--- src/rtl/maroc_sc_receiver.sv ---
// Slow-control frame receiver: oversamples D_SC/CK_SC/RSTn_SC and rebuilds each frame.
// Optional comparator against expected_in is built when MAROC_SC_COMPARE_EN is defined.
module maroc_sc_receiver #(
  parameter int FRAME_LEN = 829,
  parameter int CNT_W     = 10,
  parameter int TIMEOUT   = 64
) (
  input  logic                 clk_in,
  input  logic                 reset_in,
  input  logic                 D_SC_in,
  input  logic                 CK_SC_in,
  input  logic                 RSTn_SC_in,
`ifdef MAROC_SC_COMPARE_EN
  input  logic [FRAME_LEN-1:0] expected_in,
  output logic                 mismatch_out,
`endif
  output logic [FRAME_LEN-1:0] frame_out,
  output logic                 frame_valid_out,
  output logic [CNT_W-1:0]     bit_cnt_out,
  output logic                 overflow_out,
  output logic                 timeout_out,
  output logic [1:0]           state_out
);

  localparam logic [1:0] S_IDLE = 2'd0;
  localparam logic [1:0] S_RECV = 2'd1;
  localparam logic [1:0] S_DONE = 2'd2;
  localparam logic [1:0] S_ERR  = 2'd3;
  localparam int TW = $clog2(TIMEOUT + 1);

  logic ck_s1_q, ck_s2_q, ck_prev_q, d_s1_q, d_s2_q, rn_s1_q, rn_s2_q;
  logic [FRAME_LEN-1:0] shreg_q, shreg_d, frame_q, frame_d, cap;
  logic [CNT_W-1:0]     cnt_q, cnt_d;
  logic [TW-1:0]        idle_q, idle_d;
  logic [1:0]           st_q, st_d;
  logic                 vld_q, vld_d, ovf_q, ovf_d, to_q, to_d;
  logic                 ck_edge, tmo;

  // Data and clock share the same synchroniser depth so the sampled bit lines up with its edge.
  always_ff @(posedge clk_in or posedge reset_in) begin
    if (reset_in) begin
      {ck_s1_q, ck_s2_q, ck_prev_q} <= 3'b000;
      {d_s1_q, d_s2_q}              <= 2'b00;
      {rn_s1_q, rn_s2_q}            <= 2'b00;
    end else begin
      ck_s1_q   <= CK_SC_in;
      ck_s2_q   <= ck_s1_q;
      ck_prev_q <= ck_s2_q;
      d_s1_q    <= D_SC_in;
      d_s2_q    <= d_s1_q;
      rn_s1_q   <= RSTn_SC_in;
      rn_s2_q   <= rn_s1_q;
    end
  end

  assign ck_edge = ck_s2_q & ~ck_prev_q;
  assign cap     = {d_s2_q, shreg_q[FRAME_LEN-1:1]};
  assign tmo     = (idle_q == TW'(TIMEOUT - 1)) && !ck_edge;

`ifdef MAROC_SC_COMPARE_EN
  logic mis_q, mis_d;
`endif

  always_comb begin
    st_d    = st_q;
    shreg_d = shreg_q;
    cnt_d   = cnt_q;
    frame_d = frame_q;
    vld_d   = 1'b0;
    ovf_d   = ovf_q;
    to_d    = to_q;
`ifdef MAROC_SC_COMPARE_EN
    mis_d   = mis_q;
`endif
    if (!rn_s2_q) begin
      st_d    = S_IDLE;
      cnt_d   = '0;
      shreg_d = '0;
    end else begin
      case (st_q)
        S_IDLE, S_ERR: begin
          if (ck_edge) begin
            shreg_d = {d_s2_q, {(FRAME_LEN-1){1'b0}}};
            cnt_d   = CNT_W'(1);
            ovf_d   = 1'b0;
            to_d    = 1'b0;
            st_d    = S_RECV;
          end else if (st_q == S_ERR && tmo) begin
            st_d = S_IDLE;
          end
        end
        S_RECV: begin
          if (ck_edge) begin
            shreg_d = cap;
            cnt_d   = cnt_q + CNT_W'(1);
            if (cnt_q == CNT_W'(FRAME_LEN - 1)) begin
              frame_d = cap;
              vld_d   = 1'b1;
              st_d    = S_DONE;
`ifdef MAROC_SC_COMPARE_EN
              mis_d   = (cap != expected_in);
`endif
            end
          end else if (tmo) begin
            to_d = 1'b1;
            st_d = S_ERR;
          end
        end
        default: begin
          if (ck_edge) ovf_d = 1'b1;
          else if (tmo) st_d = S_IDLE;
        end
      endcase
    end
    // Saturating idle counter, restarted by any edge or state change.
    if (ck_edge || st_d != st_q) idle_d = '0;
    else if (idle_q != TW'(TIMEOUT)) idle_d = idle_q + TW'(1);
    else idle_d = idle_q;
  end

  always_ff @(posedge clk_in or posedge reset_in) begin
    if (reset_in) begin
      st_q    <= S_IDLE;
      shreg_q <= '0;
      cnt_q   <= '0;
      frame_q <= '0;
      vld_q   <= 1'b0;
      ovf_q   <= 1'b0;
      to_q    <= 1'b0;
      idle_q  <= '0;
    end else begin
      st_q    <= st_d;
      shreg_q <= shreg_d;
      cnt_q   <= cnt_d;
      frame_q <= frame_d;
      vld_q   <= vld_d;
      ovf_q   <= ovf_d;
      to_q    <= to_d;
      idle_q  <= idle_d;
    end
  end

`ifdef MAROC_SC_COMPARE_EN
  always_ff @(posedge clk_in or posedge reset_in) begin
    if (reset_in) mis_q <= 1'b0;
    else          mis_q <= mis_d;
  end
  assign mismatch_out = mis_q;
`endif

  assign frame_out       = frame_q;
  assign frame_valid_out = vld_q;
  assign bit_cnt_out     = cnt_q;
  assign overflow_out    = ovf_q;
  assign timeout_out     = to_q;
  assign state_out       = st_q;

endmodule

--- config.mk ---
export PLATFORM = sky130hd
export DESIGN_NAME = maroc_sc_receiver
export DESIGN_NICKNAME = d
export VERILOG_FILES = /design/src/rtl/maroc_sc_receiver.sv
export SDC_FILE = /design/constraint.sdc
export NUM_CORES = 2
export LEC_CHECK = 0
export ABC_CLOCK_PERIOD_IN_PS = 64300
export BUFFER_PORTS_ARGS = -buffer_cell sky130_fd_sc_hd__buf_2
export CORE_ASPECT_RATIO = 1.1
export CORE_MARGIN = 1
export CORE_UTILIZATION = 50
export CTS_CLUSTER_DIAMETER = 120
export CTS_CLUSTER_SIZE = 30
export DETAILED_ROUTE_END_ITERATION = 12
export GPL_ROUTABILITY_DRIVEN = 0
export GPL_TIMING_DRIVEN = 0
export PLACE_DENSITY = 0.8
export SYNTH_ARGS = -nofsm -noshare
export SYNTH_HDL_FRONTEND = slang
export SYNTH_SLANG_ARGS = --single-unit
--- constraint.sdc ---
create_clock -name clk_in -period 64.3 [get_ports clk_in]
set_clock_uncertainty 0.2 [all_clocks]
set_input_delay 6.43 -clock clk_in [delete_from_list [all_inputs] [get_ports clk_in]]
set_output_delay 6.43 -clock clk_in [all_outputs]
set_load 0.03 [all_outputs]
# Yosys cells after proc, flatten, opt, wreduce, memory -nomap -nowiden
# Cells that the tools add are included.
dict set report word_totals {
  in_bits 5
  reg_bits 1687
}
dict set report classes {
  n_reduce_logical 12
  add_sub_neg 2
  n_eq_ne 12
  bitwise 3
  muxes 29
}
# op n
set op_table {}
lappend op_table {{829-bit two-way mux} 3}
lappend op_table {{829-bit one-hot mux with 2 select lines} 1}
lappend op_table {{10-bit two-way mux} 3}
lappend op_table {{10-bit one-hot mux with 2 select lines} 1}
lappend op_table {{2-bit two-way mux} 8}
lappend op_table {{7-bit two-way mux} 2}
lappend op_table {{10-bit by 1-bit adder with 10-bit output, second input constant} 1}
lappend op_table {{10-bit == test, second input constant} 1}
lappend op_table {{1-bit two-way mux} 8}
lappend op_table {{7-bit by 1-bit adder with 7-bit output, second input constant} 1}
lappend op_table {{7-bit by 6-bit == test with 1-bit output, second input constant} 1}
lappend op_table {{7-bit != test, second input constant} 1}
lappend op_table {{2-bit != test, second input constant} 3}
lappend op_table {{3-bit != test, second input constant} 2}
lappend op_table {{3-bit AND reduction} 2}
lappend op_table {{5-bit AND reduction} 1}
lappend op_table {{1-bit one-hot mux with 2 select lines} 2}
lappend op_table {{2-bit one-hot mux with 2 select lines} 1}
lappend op_table {{4-bit AND reduction} 1}
lappend op_table {{2-bit nonzero test} 2}
lappend op_table {{3-bit by 1-bit != test with 1-bit output, second input constant} 1}
lappend op_table {{2-bit by 1-bit == test with 1-bit output, second input constant} 1}
lappend op_table {{2-bit == test, second input constant} 1}
lappend op_table {{1-bit logical AND} 2}
lappend op_table {{other kinds (7)} 8}

# Longest topological paths before layout
dict set report logic_depth {
  ltp_word 12
  depth_mapped 11
  depth_no_buf 7
}

# Least setup slack after synthesis
# OpenSTA, ideal clock, no wires.
dict set report synth_path {
  kind {reg-to-output}
  startpoint {register st_q[1], in the netlist state_out[1]}
  endpoint {output state_out[1]}
  required_ns 57.670
  stages_incl_launch_ff 1
  path_slack_ns 57.116
  arrival_time_ns 0.554
  cell_sequence {dfrtp_1}
}
# element line
set synth_rtl {}
lappend synth_rtl {{from (decl)} 35} ;# logic [1:0] st_q, st_d;
lappend synth_rtl {{from (signal assigned)} 132} ;# st_q <= st_d;
lappend synth_rtl {{to (decl)} 22} ;# output logic [1:0] state_out
# No word-level cell between the ends.

==> results by group <==
STA
  – Post-route minimum period: 8.86 ns
  – Final setup viols: 0
  – Final hold violation count: 0
  – Slew headroom: 0.419
  – Final WS setup: 55.44 ns
  – Max Slew Vio Count: 0
  – Period utilization: 0.138
  – Fmax achieved: 0.113 GHz
  – Worst-margin pin slew: 0.872 ns
  – RSZ-0062 raised after global routing: false
  – Setup_tns: 0 ns

Floorplan
  – Chip width: 337 microns
  – Die H: 370 microns
  – Area of the core: 0.122 sq mm
  – Die area: 0.125 sq mm
  – Initial cell density of the core: 0.506
  – Standard-cell rows: 134
  – Io pins: 849

Global routing
  – Vias in the first global route: 43300
  – First-pass GRT wire length: 246000 microns
  – Largest net degree at the start of global routing: 139
  – Antenna violations before repair: 4
  – GR Overflow Total: 0
  – Total GRT Usage: 0.254

Critical path
  – Worst EP arrival: 9.45 ns
  – CP Class: in -> async
  – Crit start category: input port
  – CP max FO: 122
  – Crit end category: async pin
  – Worst EP required: 64.89 ns

Layout
  – Final cell count without fillers: 8072
  – Final Cell Area: 0.0701 sq mm
  – Layout cells sized above 1: 0.192
  – Filler cell count: 9919
  – P&R area growth vs syn: 13.6%
  – Post-layout utilization of the core: 0.575
  – Layout net count: 6446

Synth
  – Synthesized area per cell: 11.2 sq um
  – EDFF count, synth: 0
  – Netlist cell types: 45
  – Register area share after synthesis: 0.684
  – Cell count after synthesis: 5505
  – Synth Warn #: 0
  – Synthesized cell area: 0.0617 sq mm
  – Syn nets: 5517
  – Top_reg_cell synth: dfrtp_1
  – Async S/R FF share, synth: 1.00
  – Flop and latch count out of synthesis: 1686

Clock network
  – Sink Count: 1686
  – Count of hold-fix buffers inserted at cts: 0
  – Cts repair resizes: 0
  – CTS tree: done
  – Setup bufs post-CTS: 0
  – Clock latency on the worst-skew pair: 0.72 ns
  – Htree depth: 3
  – Total CTS buffers: 66
  – Max Buffers Root-to-Sink: 3
  – Clock Pin Slew Worst Setup and Hold Paths: 0.11 ns
  – Clock root buffer master: clkbuf_16

Drt
  – Routed Antenna Nets: 0
  – DRC Markers: 0
  – Detailed Route WL: 160000 microns
  – Routed WL per cell: 19.8 microns
  – Via count: 43900
  – First drt pass iteration count: 6
  – DR iter-0 viols: 3514
  – DR vias/cell: 5.44

Placed design
  – PortBufs: 848
  – Placed cells: 7998
  – Final HPWL DP: 117000 microns
  – Placed inst area: 0.0684 sq mm
  – Pre-CTS setup slack: 54.60 ns

Pwr
  – Leak: 40.3 nW
  – Peak supply drop: 0.0203 mV
  – Power Dens Cells: 23.1 mW/mm^2

Job
  – Max cap viols: 0

Worst hold path
  – Hold crit path type: reg -> reg

Status
  – Status: finished, final reports clean
final timing paths:
kind,to,cells after the start,from,slack (ns)
max reg2reg,shreg_q[478],9,state_out[0],60.91
max in group clk_in,bit_cnt_out[0],1,bit_cnt_out[0],56.08
min,d_s2_q,0,d_s1_q,0.17
max,frame_out[603],6,reset_in,55.44
min in group asynchronous,frame_out[128],2,reset_in,5.68
min reg2reg,d_s2_q,0,d_s1_q,0.17
placed cells by master (no fill, tap or decap), types with 4 or more instances in the layout:
master	n
buf_4	79
buf_16	13
nor2_1	12
clkbuf_1	78
nand4_1	4
buf_6	21
dfrtp_1	1686
inv_6	4
nand2_1	2501
inv_1	8
a21oi_1	8
a211oi_1	6
o21ai_0	15
nand3_1	11
ha_1	7
buf_2	1042
a22o_1	829
clkbuf_16	67
nor3_1	5
sequential cells by signal, summed over array words and instances, names as in the netlist:
name / count
ck_s2_q: 1
bit_cnt_out: 10
idle_q: 7
ck_s1_q: 1
frame_valid_out: 1
d_s1_q: 1
ck_prev_q: 1
rn_s1_q: 1
d_s2_q: 1
shreg_q: 828
state_out: 2
rn_s2_q: 1
frame_out: 829
timeout_out: 1
overflow_out: 1
final cells by class:
class	instances	area, sq um	share of cell area
antenna	1	2.50	0.0000357
buffer	375	2130	0.0303
clock buffer	68	1690	0.0241
clock inverter	5	51.3	0.000732
inverter	9	41.3	0.000589
multi-input combinational	3435	17400	0.248
sequential	1686	42200	0.602
tap	1632	2040	0.0291
timing repair buffer	861	4600	0.0656
critical path, cell delays in order:
cell    delay (ns)
buf_2         0.13
inv_8         0.55
buf_16        0.50
buf_16        0.49
buf_16        0.44
buf_16        0.47
per-stage QoR:
step | total power (W) | hold slack (ns)
floorplan | 0.00112 | 0.131
global placement | 0.00113 | 0.139
detailed placement | 0.00113 | 0.141
CTS | 0.00163 | 0.168
global route | 0.00167 | 0.183
finish | 0.00162 | 0.168
metal layers:
metal / vias up / share of wire / global-route usage
met5: - / 0.000081 / 0
met4: 2 / 0.056 / 0.133
met3: 348 / 0.079 / 0.0694
met2: 1330 / 0.47 / 0.408
met1: 22200 / 0.39 / 0.313
li1: 20000 / - / -
cells in the mapped netlist, types with 2 or more instances:
master / number / share of area
nand2_1: 2501 / 0.15
dfrtp_1: 1686 / 0.68
a22o_1: 829 / 0.12
buf_2: 194 / 0.016
buf_4: 79 / 0.0096
clkbuf_1: 78 / 0.0047
buf_6: 21 / 0.0038
o21ai_0: 15 / 0.0012
nor2_1: 12 / 0.00073
nand3_1: 11 / 0.00089
inv_1: 9 / 0.00055
a21oi_1: 8 / 0.00065
ha_1: 7 / 0.0014
a211oi_1: 6 / 0.00073
nor3_1: 5 / 0.00041
nand4_1: 4 / 0.00041
o21ai_1: 3 / 0.00024
xnor2_1: 3 / 0.00043
a221oi_1: 2 / 0.00028
a31oi_1: 2 / 0.00020
and3_1: 2 / 0.00020
buf_8: 2 / 0.00049
mux2_2: 2 / 0.00036
nor2b_1: 2 / 0.00020
o31ai_1: 2 / 0.00024
cell families (layout without fill, tap and decap cells):
kind of cell    after synthesis  in the layout  share of synthesized area
compound gates              874            874                      0.122
flops                      1686           1686                      0.684
mux                           3              3                   0.000527
simple gates               2547           2547                      0.157
xor+xnor                      4              4                   0.000568
fa+ha+maj                     7              7                    0.00142
buf+inv                     384           1318                     0.0350
other cells                   0              1                          0
report_power, final:
group          total [W]  switching (W)  internal (W)
clock network   0.000507       0.000314      0.000193
registers        0.00106     0.00000122       0.00106
logic          0.0000475      0.0000388    0.00000871
Power figures use the tool's default switching activity.
